### src/rtl/src_sel_pkg.sv
// Source-bus selector codes and the sign-extension helper shared by the
// operand bypass datapath.
package src_sel_pkg;

    localparam logic [1:0] RF2SRC0      = 2'd0;
    localparam logic [1:0] IMM_BR2SRC0  = 2'd1;
    localparam logic [1:0] IMM_JMP2SRC0 = 2'd2;
    localparam logic [1:0] IMM_DM2SRC0  = 2'd3;

    localparam logic [1:0] RF2SRC1      = 2'd0;
    localparam logic [1:0] NPC2SRC1     = 2'd1;
    localparam logic [1:0] IMM4_2SRC1   = 2'd2;
    localparam logic [1:0] IMM8_2SRC1   = 2'd3;

    localparam int SEXT_MAXW = 64;

    // Sign-extends the low w bits of v up to dw bits; bits at or above dw are zero.
    function automatic logic [SEXT_MAXW-1:0] sext(input logic [SEXT_MAXW-1:0] v,
                                                  input int unsigned w,
                                                  input int unsigned dw);
        logic [SEXT_MAXW-1:0] r;
        logic                 sb;
        r  = '0;
        sb = 1'b0;
        for (int i = 0; i < SEXT_MAXW; i++) begin
            if (i == int'(w) - 1) sb = v[i];
        end
        for (int i = 0; i < SEXT_MAXW; i++) begin
            if (i < int'(w))       r[i] = v[i];
            else if (i < int'(dw)) r[i] = sb;
            else                   r[i] = 1'b0;
        end
        return r;
    endfunction

endpackage

### src/rtl/operand_bypass_unit_if.sv
// Operand bus between the decode/hazard logic (master) and the operand bypass unit (slave).
interface operand_bypass_unit_if #(
    parameter int DW   = 16,
    parameter int NBYP = 2,
    parameter int IMMW = 12
);
    logic                 stall_ID_EX;
    logic                 stall_EX_DM;
    logic                 flush_ID_EX;
    logic [DW-1:0]        p0;
    logic [DW-1:0]        p1;
    logic [NBYP-1:0]      byp0_sel;
    logic [NBYP-1:0]      byp1_sel;
    logic [NBYP*DW-1:0]   byp_data;
    logic [IMMW-1:0]      imm_ID_EX;
    logic [DW-1:0]        pc_ID_EX;
    logic [1:0]           src0sel_ID_EX;
    logic [1:0]           src1sel_ID_EX;
    logic [DW-1:0]        src0;
    logic [DW-1:0]        src1;
    logic [DW-1:0]        p0_EX_DM;
    logic                 hold0;
    logic                 hold1;

    modport master (
        output stall_ID_EX, stall_EX_DM, flush_ID_EX, p0, p1, byp0_sel, byp1_sel,
               byp_data, imm_ID_EX, pc_ID_EX, src0sel_ID_EX, src1sel_ID_EX,
        input  src0, src1, p0_EX_DM, hold0, hold1
    );

    modport slave (
        input  stall_ID_EX, stall_EX_DM, flush_ID_EX, p0, p1, byp0_sel, byp1_sel,
               byp_data, imm_ID_EX, pc_ID_EX, src0sel_ID_EX, src1sel_ID_EX,
        output src0, src1, p0_EX_DM, hold0, hold1
    );

endinterface

### src/rtl/operand_bypass_unit_resolve.sv
// One source-operand port: ID_EX register, lowest-index-wins bypass mux, and a
// stall-hold register that freezes the resolved value across ID_EX stalls.
module operand_resolve #(
    parameter int DW   = 16,
    parameter int NBYP = 2
) (
    input  logic               clk,
    input  logic               rst_n,
    input  logic               stall,
    input  logic               flush,
    input  logic [DW-1:0]      p,
    input  logic [NBYP-1:0]    sel,
    input  logic [NBYP*DW-1:0] byp_data,
    output logic [DW-1:0]      rf,
    output logic               hold
);

    logic [DW-1:0] p_id_ex_reg;
    logic [DW-1:0] hold_val_reg;
    logic          hold_reg;
    logic [DW-1:0] byp_val;

    // Scan from oldest to youngest so the lowest set index overwrites last.
    always_comb begin
        byp_val = p_id_ex_reg;
        for (int i = NBYP - 1; i >= 0; i--) begin
            if (sel[i]) byp_val = byp_data[i*DW +: DW];
        end
    end

    assign rf   = hold_reg ? hold_val_reg : byp_val;
    assign hold = hold_reg;

    always_ff @(posedge clk or negedge rst_n) begin
        if (!rst_n) begin
            p_id_ex_reg  <= '0;
            hold_val_reg <= '0;
            hold_reg     <= 1'b0;
        end else if (flush) begin
            p_id_ex_reg  <= '0;
            hold_val_reg <= '0;
            hold_reg     <= 1'b0;
        end else if (!stall) begin
            p_id_ex_reg  <= p;
            hold_reg     <= 1'b0;
        end else if (!hold_reg) begin
            // First stalled edge: capture whatever was resolved this cycle.
            hold_reg     <= 1'b1;
            hold_val_reg <= rf;
        end
    end

endmodule

### src/rtl/operand_bypass_unit.sv
// ID/EX source-operand stage: two bypass-resolved operand ports, src0/src1 bus
// selection with immediate sign extension, and the EX_DM store-data register.
module operand_bypass_unit
    import src_sel_pkg::*;
#(
    parameter int DW   = 16,
    parameter int NBYP = 2,
    parameter int IMMW = 12
) (
    input  logic                 clk,
    input  logic                 rst_n,
    operand_bypass_unit_if.slave bus
);

    logic [DW-1:0]        p_arr   [2];
    logic [NBYP-1:0]      sel_arr [2];
    logic [DW-1:0]        rf      [2];
    logic                 hold    [2];
    logic [DW-1:0]        p0_ex_dm_reg;
    logic [DW-1:0]        src0_next;
    logic [DW-1:0]        src1_next;
    logic [SEXT_MAXW-1:0] imm_raw;
    logic [SEXT_MAXW-1:0] br_ext;
    logic [SEXT_MAXW-1:0] jmp_ext;
    logic [SEXT_MAXW-1:0] imm4_ext;
    logic [SEXT_MAXW-1:0] imm8_ext;

    assign p_arr[0]   = bus.p0;
    assign p_arr[1]   = bus.p1;
    assign sel_arr[0] = bus.byp0_sel;
    assign sel_arr[1] = bus.byp1_sel;

    generate
        for (genvar gi = 0; gi < 2; gi++) begin : g_port
            operand_resolve #(
                .DW   (DW),
                .NBYP (NBYP)
            ) u_resolve (
                .clk      (clk),
                .rst_n    (rst_n),
                .stall    (bus.stall_ID_EX),
                .flush    (bus.flush_ID_EX),
                .p        (p_arr[gi]),
                .sel      (sel_arr[gi]),
                .byp_data (bus.byp_data),
                .rf       (rf[gi]),
                .hold     (hold[gi])
            );
        end
    endgenerate

    assign imm_raw  = SEXT_MAXW'(bus.imm_ID_EX[IMMW-1:0]);
    assign br_ext   = sext(imm_raw, 9,  DW);
    assign jmp_ext  = sext(imm_raw, 12, DW);
    assign imm4_ext = sext(imm_raw, 4,  DW);
    assign imm8_ext = sext(imm_raw, 8,  DW);

    always_comb begin
        src0_next = rf[0];
        unique case (bus.src0sel_ID_EX)
            RF2SRC0:      src0_next = rf[0];
            IMM_BR2SRC0:  src0_next = br_ext[DW-1:0];
            IMM_JMP2SRC0: src0_next = jmp_ext[DW-1:0];
            IMM_DM2SRC0:  src0_next = imm4_ext[DW-1:0];
            default:      src0_next = rf[0];
        endcase
    end

    always_comb begin
        src1_next = rf[1];
        unique case (bus.src1sel_ID_EX)
            RF2SRC1:    src1_next = rf[1];
            NPC2SRC1:   src1_next = bus.pc_ID_EX;
            IMM4_2SRC1: src1_next = imm4_ext[DW-1:0];
            IMM8_2SRC1: src1_next = imm8_ext[DW-1:0];
            default:    src1_next = rf[1];
        endcase
    end

    // Store data takes the resolved operand, so a held value is what gets stored.
    always_ff @(posedge clk or negedge rst_n) begin
        if (!rst_n)                p0_ex_dm_reg <= '0;
        else if (!bus.stall_EX_DM) p0_ex_dm_reg <= rf[0];
    end

    assign bus.src0     = src0_next;
    assign bus.src1     = src1_next;
    assign bus.p0_EX_DM = p0_ex_dm_reg;
    assign bus.hold0    = hold[0];
    assign bus.hold1    = hold[1];

endmodule

### src/flat_wrapper.sv
// flat-port wrapper written by rule: the top's interface ports become plain ports
module operand_bypass_unit_flat import src_sel_pkg::*;
#(
    parameter int DW   = 16,
    parameter int NBYP = 2,
    parameter int IMMW = 12
)
  (clk, rst_n, bus_stall_ID_EX, bus_stall_EX_DM, bus_flush_ID_EX, bus_p0, bus_p1, bus_byp0_sel, bus_byp1_sel, bus_byp_data, bus_imm_ID_EX, bus_pc_ID_EX, bus_src0sel_ID_EX, bus_src1sel_ID_EX, bus_src0, bus_src1, bus_p0_EX_DM, bus_hold0, bus_hold1);
  operand_bypass_unit_if #(.DW(DW), .NBYP(NBYP), .IMMW(IMMW)) bus_i ();
  input  logic clk;
  input  logic rst_n;
  input wire logic [$bits(bus_i.stall_ID_EX)-1:0] bus_stall_ID_EX;
  input wire logic [$bits(bus_i.stall_EX_DM)-1:0] bus_stall_EX_DM;
  input wire logic [$bits(bus_i.flush_ID_EX)-1:0] bus_flush_ID_EX;
  input wire logic [$bits(bus_i.p0)-1:0] bus_p0;
  input wire logic [$bits(bus_i.p1)-1:0] bus_p1;
  input wire logic [$bits(bus_i.byp0_sel)-1:0] bus_byp0_sel;
  input wire logic [$bits(bus_i.byp1_sel)-1:0] bus_byp1_sel;
  input wire logic [$bits(bus_i.byp_data)-1:0] bus_byp_data;
  input wire logic [$bits(bus_i.imm_ID_EX)-1:0] bus_imm_ID_EX;
  input wire logic [$bits(bus_i.pc_ID_EX)-1:0] bus_pc_ID_EX;
  input wire logic [$bits(bus_i.src0sel_ID_EX)-1:0] bus_src0sel_ID_EX;
  input wire logic [$bits(bus_i.src1sel_ID_EX)-1:0] bus_src1sel_ID_EX;
  output wire logic [$bits(bus_i.src0)-1:0] bus_src0;
  output wire logic [$bits(bus_i.src1)-1:0] bus_src1;
  output wire logic [$bits(bus_i.p0_EX_DM)-1:0] bus_p0_EX_DM;
  output wire logic [$bits(bus_i.hold0)-1:0] bus_hold0;
  output wire logic [$bits(bus_i.hold1)-1:0] bus_hold1;
  assign bus_i.stall_ID_EX = bus_stall_ID_EX;
  assign bus_i.stall_EX_DM = bus_stall_EX_DM;
  assign bus_i.flush_ID_EX = bus_flush_ID_EX;
  assign bus_i.p0 = bus_p0;
  assign bus_i.p1 = bus_p1;
  assign bus_i.byp0_sel = bus_byp0_sel;
  assign bus_i.byp1_sel = bus_byp1_sel;
  assign bus_i.byp_data = bus_byp_data;
  assign bus_i.imm_ID_EX = bus_imm_ID_EX;
  assign bus_i.pc_ID_EX = bus_pc_ID_EX;
  assign bus_i.src0sel_ID_EX = bus_src0sel_ID_EX;
  assign bus_i.src1sel_ID_EX = bus_src1sel_ID_EX;
  assign bus_src0 = bus_i.src0;
  assign bus_src1 = bus_i.src1;
  assign bus_p0_EX_DM = bus_i.p0_EX_DM;
  assign bus_hold0 = bus_i.hold0;
  assign bus_hold1 = bus_i.hold1;
  operand_bypass_unit #(.DW(DW), .NBYP(NBYP), .IMMW(IMMW)) u_core (.clk(clk), .rst_n(rst_n), .bus(bus_i));
endmodule
### config.mk
export PLATFORM = sky130hd
export DESIGN_NAME = operand_bypass_unit_flat
export DESIGN_NICKNAME = d
export VERILOG_FILES = /design/src/rtl/src_sel_pkg.sv /design/src/rtl/operand_bypass_unit_if.sv /design/src/rtl/operand_bypass_unit_resolve.sv /design/src/rtl/operand_bypass_unit.sv /design/src/flat_wrapper.sv
export SDC_FILE = /design/constraint.sdc
export NUM_CORES = 1
export LEC_CHECK = 0
export ABC_AREA = 1
export CORE_ASPECT_RATIO = 1.25
export CORE_MARGIN = 10
export CORE_UTILIZATION = 45
export DETAILED_ROUTE_END_ITERATION = 7
export PLACE_DENSITY = 0.82
export RECOVER_POWER = 25
export SLEW_MARGIN = 20
export SYNTH_ARGS = -nofsm -noshare
export SYNTH_HDL_FRONTEND = slang
export SYNTH_SLANG_ARGS = --single-unit
### constraint.sdc
create_clock -name clk -period 1.5 [get_ports clk]
set_input_delay 0.15 -clock clk [delete_from_list [all_inputs] [get_ports clk]]
set_output_delay 0.15 -clock clk [all_outputs]
set_load 0.02 [all_outputs]
==> flow_summary_export.csv <==
group,metric,value,unit
global_route,grt_pass1_wl,25.61,mm
power_and_ir_drop,power_density,921.0,nW/um^2
route,drtIter0Drc,372,
sta,hold_ws,427.0,ps
place,io_buffer_count,154,
route,vias_per_cell,5.083,
global_route,grt_max_degree,82,
critical_path,crit_path_end_kind,"output port",
status,violations,"setup timing",
power_and_ir_drop,p_leak,0.003691,uW
route,vias,5296,
sta,fmax,574.2,MHz
clock_tree,htree_levels,3,
critical_path,critPathKind,"flop to output port",
floorplan,die_area,15580,sq um
route,drt-pass1-iter-count,5,
global_route,grt_usage,0.2017,
layout,multi_input_area,2364,sq um
layout,area_delta_synth_final,45.87,%
sta,drv_slew,0,
global_route,grt_antenna_before_repair,1,
clock_tree,clk_latency,340,ps
layout,final_common_cell,"nand2_1",
synthesis,synth-seq-area-share,0.4108,
synthesis,synthTopCellsByArea,"dfrtp_1, nand2_1, inv_1",
sta,worst_slew_pin_slew,1015,ps
floorplan,initial_utilization,0.4626,
critical_path,critPathMaxFanout,12,
power_and_ir_drop,p_total,6629,uW
synthesis,syn-instance-count,736,
critical_path,critical_path_arrival,1590,ps
route,ant_nets,0,
layout,drive_above_1_share,0.1637,
worst_hold_path,hold_path_class,"primary input to flop",
synthesis,ys_ff_latch,81,
floorplan,dieWidth,113.7,um
sta,worst_slack,-241.4,ps
place,post-dp-hpwl,12.35,mm
clock_tree,cts.sinks,81,
route,drc,0,
synthesis,syn_area_per_cell,6.705,sq um
critical_path,critPathRequiredTime,1350,ps
synthesis,synth_area,4935,sq um
clock_tree,clk_path_buf_depth,2,
place,gp_congestion,0.9000,
layout,final_util,0.6748,
floorplan,coreArea,10670,sq um
sta,slew_headroom,0.3234,
power_and_ir_drop,peakVddDrop,0.0005793,V
global_route,grt_overflow,0,
critical_path,setup.worst_path.start_class,"flop",
status,status,"finished, violations left",
layout,regArea,2028,sq um
flow_run,maxCapViolations,0,
clock_tree,root_buffer,"clkbuf_16",
layout,nFillCells,934,
floorplan,num_rows,42,
sta,finalCriticalPeriod,1741,ps
clock_tree,clkTransAtPathRegs,60,ps
clock_tree,cts_made_buffers,9,
place,dp_cells,1016,
clock_tree,cts_tree,"built",
synthesis,synth_largest_area_cell,"dfrtp_1",
sta,period_share,1.161,
sta,hold_violations,0,
route,wl,16.32,mm
layout,n_antenna_cell,0,
synthesis,synth_nets,841,
synthesis,synth_top_area_share,0.4108,
sta,rsz0062_at_grt,"true",
layout,layout_common_cells,"nand2_1, clkdlybuf4s50_1, inv_1",
layout,nets,1010,
route,wl_per_cell,15.66,um
global_route,grt_pass1_vias,5137,
sta,fin_skew,6.952,ps
synthesis,netlist-cell-type-count,20,
sta,setup_viol,32,
floorplan,ioPinCount,155,
layout,stdcell_count,1042,
critical_path,worst-r2r-setup-slack,130,ps
floorplan,fp.dieH,137.1,um
synthesis,ys_warn_count,0,
critical path, cell delays in order, from the launching register on:
cell	delay [ps]
dfrtp_2	430
buf_6	150
inv_8	50
o21ai_0	220
inv_1	90
nand2_1	80
nand2_1	50
inv_1	50
buf_4	130
final timing paths:
check                                                start                                    endpoint  cells past startpoint
max                        u_core.g_port[0].u_resolve.hold                                 bus_src1[5]                      8
min                                              bus_p1[2]   u_core.g_port[1].u_resolve.p_id_ex_reg[2]                      3
max reg2reg                u_core.g_port[0].u_resolve.hold  u_core.g_port[1].u_resolve.hold_val_reg[0]                      5
min in group asynchronous                            rst_n  u_core.g_port[1].u_resolve.p_id_ex_reg[12]                      3
min reg2reg                        u_core.bus.p0_EX_DM[12]                     u_core.bus.p0_EX_DM[12]                      2
max in group asynchronous                            rst_n             u_core.g_port[0].u_resolve.hold                      3
per-layer routing:
metal | track usage | wire, um
met4 | 0.08333 | 532
met5 | 0 | 11
met1 | 0.2283 | 6408
met2 | 0.3372 | 7851
met3 | 0.07184 | 1511
synthesized netlist by cell type:
| library cell | count |
|---|---|
| o22ai_1 | 32 |
| o21ai_4 | 2 |
| inv_1 | 85 |
| dfrtp_1 | 81 |
| buf_2 | 16 |
| nand2_2 | 1 |
| buf_6 | 15 |
| clkbuf_1 | 7 |
| nor2_4 | 2 |
| nor2_2 | 1 |
| nand3_1 | 48 |
| o21ai_1 | 1 |
| o21ai_0 | 43 |
| a21oi_1 | 37 |
| buf_4 | 5 |
| nand2_1 | 284 |
| a22oi_1 | 1 |
| nor2_1 | 68 |
| inv_4 | 3 |
| inv_2 | 4 |
cells by family after synthesis:
family	Yosys count	share of synthesized area
flip-flops	81	0.4107
AO/OA/AOI/OAI	116	0.1308
buffers and inverters	135	0.1349
AND/OR/NAND/NOR	404	0.3235
power breakdown:
part	internal [uW]	switching (uW)	total [uW]
registers	2350	91.0	2450
logic	851	1010	1860
clock network	1450	873	2320
stage by stage:
step	setup TNS (ps)	area, sq um	setup slack [ps]
final	-5080	7198	-241.4
after global routing	-8059	7198	-316.5
after CTS	-4625	7134	-190.5
after detailed placement	-18660	6679	-622.7
after global placement	-18540	6679	-624.0
after floorplan	0	4935	120.8
final cells by class:
cell class,instances,area share
clock buffers,10,0.03181
flip-flops and latches,81,0.2818
clock inverters,6,0.01147
multi-input cells,520,0.3284
well taps,132,0.02294
repair buffers,201,0.2732
inverters,92,0.05041
what timing repair did:
action | 4_1_cts | 5_1_grt
resized for setup | 224 | 21
pin swaps | 8 | 9
cloned | 1 | 0
hold buffers | 1 | 0
setup buffers | 5 | 3
hold endpoints to repair | 81 | 0
endpoints found under the setup margin | 34 | 33
(Power assumes the default switching activity.)
